[src/rtl/mem_arbiter_if.sv]
// Bundle of client-side and memory-side request/response handshakes for mem_arbiter.
// The slave modport is the arbiter's view; master is the surrounding system.
interface mem_arbiter_if #(
    parameter int unsigned p_num_clients = 2,
    parameter int unsigned p_opaq_bits   = 8
);
    logic [p_num_clients-1:0]                  cli_req_val;
    logic [p_num_clients-1:0]                  cli_req_rdy;
    logic [p_num_clients-1:0]                  cli_req_op;
    logic [p_num_clients-1:0][31:0]            cli_req_addr;
    logic [p_num_clients-1:0][31:0]            cli_req_data;
    logic [p_num_clients-1:0][p_opaq_bits-1:0] cli_req_opaq;

    logic [p_num_clients-1:0]                  cli_resp_val;
    logic [p_num_clients-1:0]                  cli_resp_rdy;
    logic                                      cli_resp_op;
    logic [31:0]                               cli_resp_data;
    logic [p_opaq_bits-1:0]                    cli_resp_opaq;

    logic                                      mem_req_val;
    logic                                      mem_req_rdy;
    logic                                      mem_req_op;
    logic [31:0]                               mem_req_addr;
    logic [31:0]                               mem_req_data;
    logic [p_opaq_bits-1:0]                    mem_req_opaq;

    logic                                      mem_resp_val;
    logic                                      mem_resp_rdy;
    logic                                      mem_resp_op;
    logic [31:0]                               mem_resp_data;
    logic [p_opaq_bits-1:0]                    mem_resp_opaq;

    modport slave (
        input  cli_req_val, cli_req_op, cli_req_addr, cli_req_data, cli_req_opaq,
        input  cli_resp_rdy,
        input  mem_req_rdy,
        input  mem_resp_val, mem_resp_op, mem_resp_data, mem_resp_opaq,
        output cli_req_rdy,
        output cli_resp_val, cli_resp_op, cli_resp_data, cli_resp_opaq,
        output mem_req_val, mem_req_op, mem_req_addr, mem_req_data, mem_req_opaq,
        output mem_resp_rdy
    );

    modport master (
        output cli_req_val, cli_req_op, cli_req_addr, cli_req_data, cli_req_opaq,
        output cli_resp_rdy,
        output mem_req_rdy,
        output mem_resp_val, mem_resp_op, mem_resp_data, mem_resp_opaq,
        input  cli_req_rdy,
        input  cli_resp_val, cli_resp_op, cli_resp_data, cli_resp_opaq,
        input  mem_req_val, mem_req_op, mem_req_addr, mem_req_data, mem_req_opaq,
        input  mem_resp_rdy
    );
endinterface

[src/rtl/mem_arbiter.sv]
// Round-robin arbiter sharing one in-order memory port among N clients; an ID FIFO
// remembers which client issued each outstanding request so responses route back.
module mem_arbiter #(
    parameter int unsigned p_num_clients  = 2,
    parameter int unsigned p_opaq_bits    = 8,
    parameter int unsigned p_max_inflight = 4
) (
    input  logic          clk,
    input  logic          rst,
    mem_arbiter_if.slave  bus
);
    localparam int unsigned c_ptr_w = (p_num_clients > 1) ? $clog2(p_num_clients) : 1;
    localparam int unsigned c_idx_w = (p_max_inflight > 1) ? $clog2(p_max_inflight) : 1;
    localparam int unsigned c_cnt_w = $clog2(p_max_inflight + 1);

    logic [c_ptr_w-1:0] ptr;
    logic [c_ptr_w-1:0] gnt;
    logic [c_ptr_w-1:0] head;
    logic               any_val;
    logic               full;
    logic               empty;
    logic               req_fire;
    logic               resp_fire;
    logic [c_idx_w-1:0] wptr;
    logic [c_idx_w-1:0] rptr;
    logic [c_cnt_w-1:0] count;
    logic [c_ptr_w-1:0] id_fifo [p_max_inflight];

    // First valid client at or after ptr, wrapping modulo N.
    always_comb begin
        logic [c_ptr_w-1:0] idx;
        any_val = 1'b0;
        gnt     = '0;
        idx     = '0;
        for (int unsigned i = 0; i < p_num_clients; i++) begin
            idx = c_ptr_w'((32'(ptr) + i) % p_num_clients);
            if (!any_val && bus.cli_req_val[idx]) begin
                any_val = 1'b1;
                gnt     = idx;
            end
        end
    end

    assign full      = (count == c_cnt_w'(p_max_inflight));
    assign empty     = (count == '0);
    assign head      = id_fifo[rptr];
    assign req_fire  = bus.mem_req_val & bus.mem_req_rdy;
    assign resp_fire = bus.mem_resp_val & bus.mem_resp_rdy;

    // Handshake outputs are qualified with rst so they read 0 throughout reset.
    always_comb begin
        bus.mem_req_val  = rst & any_val & ~full;
        bus.mem_req_op   = bus.cli_req_op[gnt];
        bus.mem_req_addr = bus.cli_req_addr[gnt];
        bus.mem_req_data = bus.cli_req_data[gnt];
        bus.mem_req_opaq = bus.cli_req_opaq[gnt];

        bus.cli_req_rdy  = '0;
        bus.cli_resp_val = '0;
        for (int unsigned i = 0; i < p_num_clients; i++) begin
            bus.cli_req_rdy[i]  = rst & any_val & ~full & bus.mem_req_rdy
                                  & (gnt == c_ptr_w'(i));
            bus.cli_resp_val[i] = rst & bus.mem_resp_val & ~empty
                                  & (head == c_ptr_w'(i));
        end

        bus.mem_resp_rdy  = rst & ~empty & bus.cli_resp_rdy[head];
        bus.cli_resp_op   = bus.mem_resp_op;
        bus.cli_resp_data = bus.mem_resp_data;
        bus.cli_resp_opaq = bus.mem_resp_opaq;
    end

    always_ff @(posedge clk or negedge rst) begin
        if (!rst) begin
            ptr   <= '0;
            wptr  <= '0;
            rptr  <= '0;
            count <= '0;
        end else begin
            if (req_fire) begin
                ptr  <= (gnt == c_ptr_w'(p_num_clients - 1)) ? '0 : gnt + 1'b1;
                wptr <= (wptr == c_idx_w'(p_max_inflight - 1)) ? '0 : wptr + 1'b1;
            end
            if (resp_fire) begin
                rptr <= (rptr == c_idx_w'(p_max_inflight - 1)) ? '0 : rptr + 1'b1;
            end
            case ({req_fire, resp_fire})
                2'b10:   count <= count + 1'b1;
                2'b01:   count <= count - 1'b1;
                default: count <= count;
            endcase
        end
    end

    // ID storage needs no reset: entries are only read while count is non-zero.
    always_ff @(posedge clk) begin
        if (req_fire) begin
            id_fifo[wptr] <= gnt;
        end
    end
endmodule

[src/flat_wrapper.sv]
// flat-port wrapper written by rule: the top's interface ports become plain ports
module mem_arbiter_flat 
#(
    parameter int unsigned p_num_clients  = 2,
    parameter int unsigned p_opaq_bits    = 8,
    parameter int unsigned p_max_inflight = 4
)
  (clk, rst, bus_cli_req_val, bus_cli_req_op, bus_cli_req_addr, bus_cli_req_data, bus_cli_req_opaq, bus_cli_resp_rdy, bus_mem_req_rdy, bus_mem_resp_val, bus_mem_resp_op, bus_mem_resp_data, bus_mem_resp_opaq, bus_cli_req_rdy, bus_cli_resp_val, bus_cli_resp_op, bus_cli_resp_data, bus_cli_resp_opaq, bus_mem_req_val, bus_mem_req_op, bus_mem_req_addr, bus_mem_req_data, bus_mem_req_opaq, bus_mem_resp_rdy);
  mem_arbiter_if #(.p_num_clients(p_num_clients), .p_opaq_bits(p_opaq_bits)) bus_i ();
  input  logic clk;
  input  logic rst;
  input wire logic [$bits(bus_i.cli_req_val)-1:0] bus_cli_req_val;
  input wire logic [$bits(bus_i.cli_req_op)-1:0] bus_cli_req_op;
  input wire logic [$bits(bus_i.cli_req_addr)-1:0] bus_cli_req_addr;
  input wire logic [$bits(bus_i.cli_req_data)-1:0] bus_cli_req_data;
  input wire logic [$bits(bus_i.cli_req_opaq)-1:0] bus_cli_req_opaq;
  input wire logic [$bits(bus_i.cli_resp_rdy)-1:0] bus_cli_resp_rdy;
  input wire logic [$bits(bus_i.mem_req_rdy)-1:0] bus_mem_req_rdy;
  input wire logic [$bits(bus_i.mem_resp_val)-1:0] bus_mem_resp_val;
  input wire logic [$bits(bus_i.mem_resp_op)-1:0] bus_mem_resp_op;
  input wire logic [$bits(bus_i.mem_resp_data)-1:0] bus_mem_resp_data;
  input wire logic [$bits(bus_i.mem_resp_opaq)-1:0] bus_mem_resp_opaq;
  output wire logic [$bits(bus_i.cli_req_rdy)-1:0] bus_cli_req_rdy;
  output wire logic [$bits(bus_i.cli_resp_val)-1:0] bus_cli_resp_val;
  output wire logic [$bits(bus_i.cli_resp_op)-1:0] bus_cli_resp_op;
  output wire logic [$bits(bus_i.cli_resp_data)-1:0] bus_cli_resp_data;
  output wire logic [$bits(bus_i.cli_resp_opaq)-1:0] bus_cli_resp_opaq;
  output wire logic [$bits(bus_i.mem_req_val)-1:0] bus_mem_req_val;
  output wire logic [$bits(bus_i.mem_req_op)-1:0] bus_mem_req_op;
  output wire logic [$bits(bus_i.mem_req_addr)-1:0] bus_mem_req_addr;
  output wire logic [$bits(bus_i.mem_req_data)-1:0] bus_mem_req_data;
  output wire logic [$bits(bus_i.mem_req_opaq)-1:0] bus_mem_req_opaq;
  output wire logic [$bits(bus_i.mem_resp_rdy)-1:0] bus_mem_resp_rdy;
  assign bus_i.cli_req_val = bus_cli_req_val;
  assign bus_i.cli_req_op = bus_cli_req_op;
  assign bus_i.cli_req_addr = bus_cli_req_addr;
  assign bus_i.cli_req_data = bus_cli_req_data;
  assign bus_i.cli_req_opaq = bus_cli_req_opaq;
  assign bus_i.cli_resp_rdy = bus_cli_resp_rdy;
  assign bus_i.mem_req_rdy = bus_mem_req_rdy;
  assign bus_i.mem_resp_val = bus_mem_resp_val;
  assign bus_i.mem_resp_op = bus_mem_resp_op;
  assign bus_i.mem_resp_data = bus_mem_resp_data;
  assign bus_i.mem_resp_opaq = bus_mem_resp_opaq;
  assign bus_cli_req_rdy = bus_i.cli_req_rdy;
  assign bus_cli_resp_val = bus_i.cli_resp_val;
  assign bus_cli_resp_op = bus_i.cli_resp_op;
  assign bus_cli_resp_data = bus_i.cli_resp_data;
  assign bus_cli_resp_opaq = bus_i.cli_resp_opaq;
  assign bus_mem_req_val = bus_i.mem_req_val;
  assign bus_mem_req_op = bus_i.mem_req_op;
  assign bus_mem_req_addr = bus_i.mem_req_addr;
  assign bus_mem_req_data = bus_i.mem_req_data;
  assign bus_mem_req_opaq = bus_i.mem_req_opaq;
  assign bus_mem_resp_rdy = bus_i.mem_resp_rdy;
  mem_arbiter #(.p_num_clients(p_num_clients), .p_opaq_bits(p_opaq_bits), .p_max_inflight(p_max_inflight)) u_core (.clk(clk), .rst(rst), .bus(bus_i));
endmodule
[config.mk]
export PLATFORM = sky130hd
export DESIGN_NAME = mem_arbiter_flat
export DESIGN_NICKNAME = d
export VERILOG_FILES = /design/src/rtl/mem_arbiter_if.sv /design/src/rtl/mem_arbiter.sv /design/src/flat_wrapper.sv
export SDC_FILE = /design/constraint.sdc
export NUM_CORES = 1
export LEC_CHECK = 0
export CORE_AREA = 2 2 123 125
export CTS_CLUSTER_SIZE = 10
export DETAILED_ROUTE_END_ITERATION = 10
export DIE_AREA = 0 0 125 127
export PLACE_DENSITY = 0.58
export SYNTH_ARGS = -nofsm -noshare
export SYNTH_HDL_FRONTEND = slang
export SYNTH_SLANG_ARGS = --single-unit
[constraint.sdc]
create_clock -name clk -period 2.7 [get_ports clk]
set_input_delay 0.54 -clock clk [delete_from_list [all_inputs] [get_ports clk]]
set_output_delay 0.54 -clock clk [all_outputs]
set_load 0.01 [all_outputs]
==> out/summary.md <==
* result of the run: completed
* maximum number of pins on one net before global-route repair: 11
* residual antenna-violating net count after detailed routing: 0
* number of buffer and inverter stages on the critical path: 7
* clock root buffer: sky130_fd_sc_hd__clkbuf_16
* multi-input logic area: 1190 µm²
* main combinational cell family by area after synthesis: multiplexers
* instance count after placement with tap cells included: 553
* Max Root-Sink Buffers: 2
* starting density of the core: 0.129
* mux contribution to synthesized area: 0.497
* power density cells: 439 nW/µm²
* peak supply drop: 0.228 mV
* Seq/Total Area, Yosys: 0.173
* area inside the core boundary: 14,400 µm²
* die area: 15,900 µm²
* worst-case reg-to-reg path depth: 9
* vertical die dimension: 127 µm
* area taken by flip-flops and latches: 320 µm²
* mean area per synthesized cell: 10.4 µm²
* share of synthesized cell area in and, or, nand and nor gates: 0.0351
* Post-Synthesis Cells: 178
* Synthesis Warnings: 0
* routed len/inst: 20.2 µm
* most frequent standard cell in the layout excluding fill and tap cells: sky130_fd_sc_hd__clkdlybuf4s50_1
* vias in the first global route: 2,360
* reg-to-reg startpoint: u_core.rptr[0]
* GP Congestion: 0.910
* crit path to: bus_mem_req_opaq[4]
* register bit count reported by yosys: 12
* number of buffers inserted by port buffering: 232
* commonest non-fill, non-tap cells in the layout: sky130_fd_sc_hd__clkdlybuf4s50_1, sky130_fd_sc_hd__mux2_2, sky130_fd_sc_hd__dlygate4sd2_1
* final instance count without filler cells: 578
* Static Leakage: 1.92 nW
* post-synthesis to final-layout area growth: 145%
* antenna violations before repair: 0
* Final TNS setup: 0 ns
* clock tree from TritonCTS: done
* Tot GR Track Use: 0.136
* RSZ-0062 raised after global routing: false
* worst setup skew after layout: 0.00372 ns
* clock latency of the later-clocked register in the worst-skew pair: 0.24 ns
* TritonCTS Buffers: 3
* Tcrit/Tclk final: 0.970
* share of cells above drive strength 1: 0.343
* category of the worst setup path launch point: input pin
* number of iterations in the first detailed-routing pass: 4
* ordered list of cells on the worst path: dlygate4sd2_1 -> inv_2 -> o21ai_4 -> buf_12 -> buf_6 -> buf_12 -> bufbuf_16 -> mux2_2 -> buf_2
* post-DP HPWL: 9150 µm
* final routed wirelength across all metal layers: 11,700 µm
* Fmax achieved: 382 MHz
* first-pass GRT wire length: 15,900 µm
* slew at the pin with the worst max-slew slack: 0.281 ns
* Hold Violations, Final: 0
* number of max-capacitance violations reported: 0
* clock sink count: 12
* worst hold-check path type: reg2reg
* Data arrival, critical path: 2.08 ns
* number of failing setup endpoints in the final timing report: 0
* Cell Area, Synth: 1850 µm²
* capturing point of the worst reg2reg path: u_core.count[2]
* delay-heaviest family, CP: buffers and inverters
* number of library cell types mapped by synthesis: 23
* post-synth net total: 380
* CP max stage delay: 0.34 ns
* number of vias per cell after detailed routing: 3.81
* Vias: 2,203
* cts-stage hold buffer count: 0
* Total Nets Final: 597
* width of the die: 125 µm
* FP Rows: 44
* max-slew violations: 0
* Diodes inserted: 0
* H-tree depth: 1
* slack of the worst reg-to-reg path: 0.26 ns
* Critical Path Stages: 9
* count of pins on the block boundary: 315
* Util after Layout: 0.314
* clock slew seen by the registers of the worst setup and hold paths: 0.04 ns
* slowest CP cell: sky130_fd_sc_hd__mux2_2
* Synth Area in Adders: 0.0513
* sort of element at the end of the critical path: output pin
* overall overflow remaining after global route: 0
* data required time at the worst endpoint: 2.16 ns
* critical path start-end classification: in2out
* largest fanout of any net on the critical path: 7
* Tmin final: 2.62 ns
* hold slack final: 0.531 ns
* synthesized-area fraction occupied by xor and xnor cells: 0.0142
* compound-cell area share of the yosys netlist: 0.0304
* Slew Limit Headroom: 0.812
* remaining design rule violation count: 0
* fillcell total: 1,503
* Critical Path Most Common Cell: sky130_fd_sc_hd__buf_12
* Critical Path Source: bus_cli_req_val[0]
* Starting DRT DRC Count: 38
-- area by class of cell --
class | count | share of cell area
Clock inverter | 1 | 0.000828
Multi-Input combinational cell | 110 | 0.263
Sequential cell | 12 | 0.0706
Tap cell | 184 | 0.0508
Clock buffer | 3 | 0.0166
Inverter | 7 | 0.00579
Timing Repair Buffer | 261 | 0.593
-- per-stage QoR --
step           power [W]  setup slack, ns  area, µm²
2_1_floorplan   0.000943            0.390       1850
3_3_place_gp     0.00154           -0.392       4150
3_5_place_dp     0.00157           -0.386       4150
4_1_cts          0.00202           0.0124       4500
5_1_grt          0.00212           0.0157       4540
6_report         0.00199           0.0819       4540
-- kinds of logic after synthesis --
| logic type | after synthesis |
|---|---|
| buffers and inverters | 56 |
| adder cells (fa/ha/maj) | 7 |
| AO/OA/AOI/OAI | 5 |
| AND/OR/NAND/NOR | 14 |
| XOR/XNOR | 3 |
| flip-flops | 12 |
| multiplexers | 81 |
-- worst min-delay path by stage --
stage | start | endpoint | slack, ns | depth (start not counted)
after floorplan | rst | u_core.count[0] | 0.24 | 0
after global placement | u_core.rptr[1] | u_core.rptr[1] | 0.51 | 1
after detailed placement | u_core.rptr[1] | u_core.rptr[1] | 0.53 | 1
after CTS | u_core.rptr[1] | u_core.rptr[1] | 0.54 | 1
after global routing | u_core.rptr[1] | u_core.rptr[1] | 0.57 | 1
final | u_core.rptr[1] | u_core.rptr[1] | 0.53 | 1
-- where the power goes --
group	internal, W	total [W]	switching (W)
Sequential	0.000260	0.000344	0.0000841
Combinational	0.000869	0.00138	0.000510
Clock	0.000194	0.000267	0.0000723
Total	0.00132	0.00199	0.000666
-- per-layer routing --
layer / vias up / part of all wire / global-route usage
met4: 0 / 0.013 / 0.0242
met3: 11 / 0.080 / 0.0394
met1: 1005 / 0.37 / 0.150
met5: - / 0 / 0
li1: 1019 / - / -
met2: 168 / 0.54 / 0.262
-- flip-flops by register name (all words and copies together) (netlist names) --
name,flops
u_core.id_fifo,4
u_core.count,3
u_core.rptr,2
u_core.wptr,2
u_core.ptr,1
-- cells in the mapped netlist, drive strengths merged --
library cell / instances / area [µm²]
o31ai: 1 / 7.51
mux2: 78 / 878
o311ai: 1 / 26.3
nor2b: 1 / 6.26
ha: 6 / 75.1
nor2: 8 / 30.0
o21ai: 2 / 10.0
dfrtp: 8 / 200
nand2: 1 / 3.75
mux2i: 2 / 20.0
xnor2: 1 / 8.76
buf: 46 / 333
a31oi: 1 / 12.5
mux4: 1 / 22.5
fa: 1 / 20.0
xor2: 2 / 17.5
clkbuf: 3 / 11.3
and3: 4 / 25.0
edfxtp: 4 / 120
inv: 7 / 26.3
-- timing repair --
action | 4_1_cts | 5_1_grt
endpoints found under the setup margin | 76 | 3
setup buffers | 9 | 4
pin swaps | 1 | 0
resized for setup | 164 | 2
gates cloned | 8 | 0
(Power assumes the default switching activity.)
